**src/rtl/mem_access_ctrl_pkg.sv**
```systemverilog
`default_nettype none
// ============================================================================
// Module   : mem_access_ctrl_pkg
// Purpose  : Shared definitions for the memory access controller: 3-bit
//            state encoding, little-endian byte-lane constants and a lane
//            select helper.
// Ports    : none (package)
// Revision : 1.0 - initial release
// ============================================================================
package mem_access_ctrl_pkg;

  localparam logic [2:0] ST_IDLE = 3'd0;
  localparam logic [2:0] ST_RD0  = 3'd1;
  localparam logic [2:0] ST_RD1  = 3'd2;
  localparam logic [2:0] ST_RD2  = 3'd3;
  localparam logic [2:0] ST_WR0  = 3'd4;
  localparam logic [2:0] ST_WR1  = 3'd5;
  localparam logic [2:0] ST_RESP = 3'd6;

  typedef enum logic [2:0] {
    S_IDLE = ST_IDLE,
    S_RD0  = ST_RD0,
    S_RD1  = ST_RD1,
    S_RD2  = ST_RD2,
    S_WR0  = ST_WR0,
    S_WR1  = ST_WR1,
    S_RESP = ST_RESP
  } state_t;

  // Little-endian lanes: low byte lives at A, high byte at A+1.
  localparam logic LANE_LO = 1'b0;
  localparam logic LANE_HI = 1'b1;

  function automatic logic [7:0] byte_lane(input logic [15:0] data, input logic lane);
    return (lane == LANE_HI) ? data[15:8] : data[7:0];
  endfunction

endpackage : mem_access_ctrl_pkg
`default_nettype wire

```
**src/rtl/mem_access_ctrl.sv**
```systemverilog
`default_nettype none
// ============================================================================
// Module   : mem_access_ctrl
// Purpose  : Sequences byte / 16-bit word core requests into byte-wide
//            transactions on a synchronous memory with a registered output.
// Ports    : clk, rst            - clock, synchronous active-high reset
//            req, we, word       - request strobe, write, 16-bit access
//            addr, wdata         - byte address (low byte), write data
//            rdata, busy, done   - read result, not-idle flag, completion pulse
//            mem_addr, mem_wdata - memory address / write byte
//            mem_rdata           - memory registered read data
//            mem_ce, mem_r, mem_w, mem_oe - memory strobes
// Revision : 1.0 - initial release
// ============================================================================
module mem_access_ctrl
  import mem_access_ctrl_pkg::*;
#(
  parameter int ADDR_W = 16
) (
  input  logic              clk,
  input  logic              rst,
  input  logic              req,
  input  logic              we,
  input  logic              word,
  input  logic [ADDR_W-1:0] addr,
  input  logic [15:0]       wdata,
  output logic [15:0]       rdata,
  output logic              busy,
  output logic              done,
  output logic [ADDR_W-1:0] mem_addr,
  output logic [7:0]        mem_wdata,
  input  logic [7:0]        mem_rdata,
  output logic              mem_ce,
  output logic              mem_r,
  output logic              mem_w,
  output logic              mem_oe
);

  state_t              r_state;
  state_t              w_state_next;
  logic                r_word;
  logic [ADDR_W-1:0]   r_addr;
  logic [15:0]         r_wdata;
  logic [15:0]         r_rdata;
  logic [ADDR_W-1:0]   w_addr_hi;

  // Second byte address; the carry out of the top bit is dropped so that a
  // word at the last address wraps to address 0.
  assign w_addr_hi = r_addr + {{(ADDR_W-1){1'b0}}, 1'b1};

  always_ff @(posedge clk) begin
    if (rst) begin
      r_state <= S_IDLE;
      r_word  <= 1'b0;
      r_addr  <= '0;
      r_wdata <= '0;
      r_rdata <= '0;
    end else begin
      r_state <= w_state_next;
      if (r_state == S_IDLE && req) begin
        r_word  <= word;
        r_addr  <= addr;
        r_wdata <= wdata;
      end
      // Memory data captured during RD0's edge is visible in RD1, and the
      // A+1 byte issued in RD1 is visible in RD2.
      if (r_state == S_RD1) begin
        r_rdata[7:0] <= mem_rdata;
        if (!r_word) begin
          r_rdata[15:8] <= 8'h00;
        end
      end
      if (r_state == S_RD2) begin
        r_rdata[15:8] <= mem_rdata;
      end
    end
  end

  always_comb begin
    w_state_next = r_state;
    done         = 1'b0;
    mem_ce       = 1'b0;
    mem_r        = 1'b0;
    mem_w        = 1'b0;
    mem_oe       = 1'b0;
    mem_addr     = '0;
    mem_wdata    = 8'h00;
    case (r_state)
      S_IDLE: begin
        if (req) begin
          w_state_next = we ? S_WR0 : S_RD0;
        end
      end
      S_RD0: begin
        mem_ce       = 1'b1;
        mem_r        = 1'b1;
        mem_addr     = r_addr;
        w_state_next = S_RD1;
      end
      S_RD1: begin
        mem_ce = 1'b1;
        mem_oe = 1'b1;
        if (r_word) begin
          // Overlap the high-byte fetch with the low-byte capture.
          mem_r        = 1'b1;
          mem_addr     = w_addr_hi;
          w_state_next = S_RD2;
        end else begin
          mem_addr     = r_addr;
          w_state_next = S_RESP;
        end
      end
      S_RD2: begin
        mem_ce       = 1'b1;
        mem_oe       = 1'b1;
        mem_addr     = w_addr_hi;
        w_state_next = S_RESP;
      end
      S_WR0: begin
        mem_ce       = 1'b1;
        mem_w        = 1'b1;
        mem_addr     = r_addr;
        mem_wdata    = byte_lane(r_wdata, LANE_LO);
        w_state_next = r_word ? S_WR1 : S_RESP;
      end
      S_WR1: begin
        mem_ce       = 1'b1;
        mem_w        = 1'b1;
        mem_addr     = w_addr_hi;
        mem_wdata    = byte_lane(r_wdata, LANE_HI);
        w_state_next = S_RESP;
      end
      S_RESP: begin
        done         = 1'b1;
        w_state_next = S_IDLE;
      end
      default: begin
        w_state_next = S_IDLE;
      end
    endcase
  end

  assign busy  = (r_state != S_IDLE);
  assign rdata = r_rdata;

endmodule : mem_access_ctrl
`default_nettype wire

```
**config.mk**
```make
export PLATFORM = sky130hd
export DESIGN_NAME = mem_access_ctrl
export DESIGN_NICKNAME = d
export VERILOG_FILES = /design/src/rtl/mem_access_ctrl_pkg.sv /design/src/rtl/mem_access_ctrl.sv
export SDC_FILE = /design/constraint.sdc
export NUM_CORES = 1
export LEC_CHECK = 0
export ABC_AREA = 1
export ABC_CLOCK_PERIOD_IN_PS = 1850
export CORE_MARGIN = 1
export CORE_UTILIZATION = 45
export CTS_CLUSTER_SIZE = 14
export DETAILED_ROUTE_END_ITERATION = 8
export HOLD_SLACK_MARGIN = 0.15
export PLACE_DENSITY = 0.8
export SETUP_SLACK_MARGIN = 0.15
export SYNTH_ARGS = -nofsm -noshare
export SYNTH_HDL_FRONTEND = slang
export SYNTH_SLANG_ARGS = --single-unit
```
**constraint.sdc**
```tcl
create_clock -name clk -period 1.85 [get_ports clk]
set_input_delay 0.37 -clock clk [delete_from_list [all_inputs] [get_ports clk]]
set_output_delay 0.37 -clock clk [all_outputs]
set_load 0.02 [all_outputs]
```
==> flow_summary_export.csv <==
group,metric,value,unit
synth,yosys-top-cells-area,"dfxtp_1, nand2_1, a21oi_1, o21ai_0, inv_1",
drt,vias,3577,
run_status,status,"finished, violations left",
synth,ys_seq_area_frac,0.412,
final_layout,diodes,0,
drt,drc,0,
timing,setup_ws,-0.254,ns
synth,synth_ff_type,"dfxtp_1",
clocking,cts_hold_buf,0,
power,pwr-share-comb,0.660,
clocking,clkSinkCount,52,
synth,synth_cell_types,22,
timing,slew_violations,0,
worst_setup_path,critPathLaunchType,"register",
floorplan,fp.dieW,76.9,um
timing,slew_headroom,0.769,
worst_setup_path,cp-end-kind,"output pin",
final_layout,area_delta_synth_final,83.5,%
worst_setup_path,critical_path.max_fanout,6,
synth,async_flop_share,0,
final_layout,final_area,4630,um^2
clocking,cts_buffers,5,
floorplan,initial_core_util,0.479,
floorplan,num_io_pins,91,
clocking,clock_latency,0.31,ns
synth,synthDominantCellAreaShare,0.412,
placed_design,hpwlAfterDp,5440,um
floorplan,fp.dieArea,5920,um^2
power,p_seq_frac,0.245,
final_layout,nFillCells,275,
worst_setup_path,path_class,"reg2out",
final_layout,layout.cells.non_filler,604,
synth,syn_area,2530,um^2
power,p_switching,3.35,mW
clocking,cts_tree,"built",
synth,synth_edf_count,0,
timing,hold_ws,0.470,ns
synth,synth_common_cells,"nand2_1, dfxtp_1, inv_1",
grt,grt_antenna_before_repair,0,
timing,hold_viol,0,
clocking,h-tree-depth,2,
final_layout,nNetsFinal,579,
power,internal-power,4.01,mW
worst_hold_path,hold_path_class,"reg2reg",
power,leakagePower,1.92,nW
power,power_density,1590,nW/um^2
clocking,clock-root-buffer,"clkbuf_8",
drt,final_antenna_net_count,0,
grt,grt_pass1_wl,13300,um
timing,fin_crit_sh,1.14,
synth,yosysWarnings,0,
synth,postSynthAreaPerCell,6.75,um^2
floorplan,num_rows,26,
drt,drt_pre_antenna_iters,6,
power,sw_frac_of_total,0.455,
drt,drt_iter0_drc,321,
worst_setup_path,crit_required,1.48,ns
timing,period_needed,2.10,ns
clocking,cts.path.max_buffers,2,
flow_run,drv_cap,0,
synth,syn_nets,420,
drt,wl_per_cell,20.1,um
power,p_clk_frac,0.094,
timing,rsz0062_at_grt,"yes",
timing,tns,-3.86,ns
placed_design,place.gp.congestion,0.875,
grt,gr-usage-all-layers,0.283,
placed_design,placed_cell_area,3850,um^2
grt,overflow,0,
run_status,violations,"negative setup slack",
grt,grt_max_degree,67,
floorplan,design.core.area,5270,um^2
placed_design,io_buffer_count,90,
drt,wl,12100,um
clocking,path_clk_slew,0.10,ns
placed_design,placed_cells,569,
synth,synth.most_common_cell,"nand2_1",
power,ir_drop,0.00169,V
worst_setup_path,critPathArrivalTime,1.73,ns
synth,synth_top_cell_by_area,"dfxtp_1",
timing,fin_skew,0.00979,ns
final_layout,drive_gt1_frac,0.354,
timing,fmax,0.475,GHz
timing,final-setup-viol-count,26,
synth,netlist_instances,374,
timing,worst_pin_slew,0.346,ns
floorplan,die_y,76.9,um
grt,grt_pass1_vias,2997,
synth,ys_ff_latch,52,
drt,viasPerCell,5.92,
-- metal layers --
layer | GRT usage | vias to the layer above | wire, um
met1 | 0.313 | 1692 | 4280
met5 | 0 | - | 0
met3 | 0.0357 | 84 | 877
met2 | 0.533 | 252 | 6150
li1 | - | 1549 | -
met4 | 0.127 | 0 | 830
-- per-stage QoR --
stage | setup WS [ns] | utilization | total power, mW
floorplan | 0.162 | - | 3.34
global placement | -0.237 | 0.730 | 4.75
finish | -0.254 | 0.879 | 7.36
detailed placement | -0.287 | 0.730 | 4.82
global route | -0.312 | 0.879 | 7.65
CTS | -0.104 | 0.779 | 5.84
-- state kept, by name, indices dropped and copies added (netlist names) --
name	count
r_addr	16
r_wdata	16
rdata	16
r_word	1
r_state	3
-- layout by cell type, fill, tap and decap left out, drive strengths merged --
cell and n:
clkinvlp 1, nand3 22, buf 103, o211ai 4
nand4 4, dfxtp 52, xnor2 1, inv 49
nor2 39, ha 1, o22ai 12, a21oi 43
a211oi 1, nand2 81, xor2 2, o21ai 49
clkdlybuf4s50 60, clkbuf 10
-- worst max-delay path: stages (launching register included) --
cell	delay [ns]
dfxtp_4	0.40
inv_1	0.06
nand3_1	0.18
nand2_4	0.09
nor2_4	0.25
buf_4	0.17
o22ai_1	0.09
buf_4	0.18
-- cells by family (layout without fill, tap and decap cells) --
| family | count (synthesis) | count (layout) | synth area share |
|---|---|---|---|
| flip-flops | 52 | 52 | 0.412 |
| buffers and inverters | 63 | 223 | 0.0971 |
| AND/OR/NAND/NOR | 146 | 146 | 0.249 |
| adder cells (fa/ha/maj) | 1 | 1 | 0.00495 |
| AO/OA/AOI/OAI | 109 | 109 | 0.227 |
| XOR/XNOR | 3 | 3 | 0.0104 |
-- power by group through the flow --
stage               logic (mW)  clock network (mW)  registers [mW]
finish                    4.86               0.695            1.80
global route              5.09               0.735            1.83
floorplan                 1.54                   0            1.80
CTS                       3.44               0.685            1.72
detailed placement        3.11                   0            1.71
global placement          3.05                   0            1.69
-- worst paths after layout --
kind,from,to,slack [ns],depth (start not counted)
max,r_state[1],mem_addr[6],-0.25,7
max reg2reg,r_state[1],r_state[1],0,13
min reg2reg,rdata[9],rdata[9],0.47,2
min,rdata[9],rdata[9],0.47,2
-- final cells by class --
cell class / instances / area (um^2) / area share
tap: 70 / 87.6 / 0.0189
timing repair buffer: 166 / 1600 / 0.346
multi-input combinational: 259 / 1600 / 0.345
clock inverter: 1 / 7.51 / 0.00162
inverter: 49 / 189 / 0.0408
sequential: 52 / 1060 / 0.229
clock buffer: 7 / 86.3 / 0.0186
-- repair_timing --
action                                  CTS  global route
endpoints found under the setup margin   30            37
setup buffers                            12            10
pin swaps                                11            16
cloned                                    1             4
resized for setup                       187           123
No activity file was read; power rests on OpenSTA's default activity.
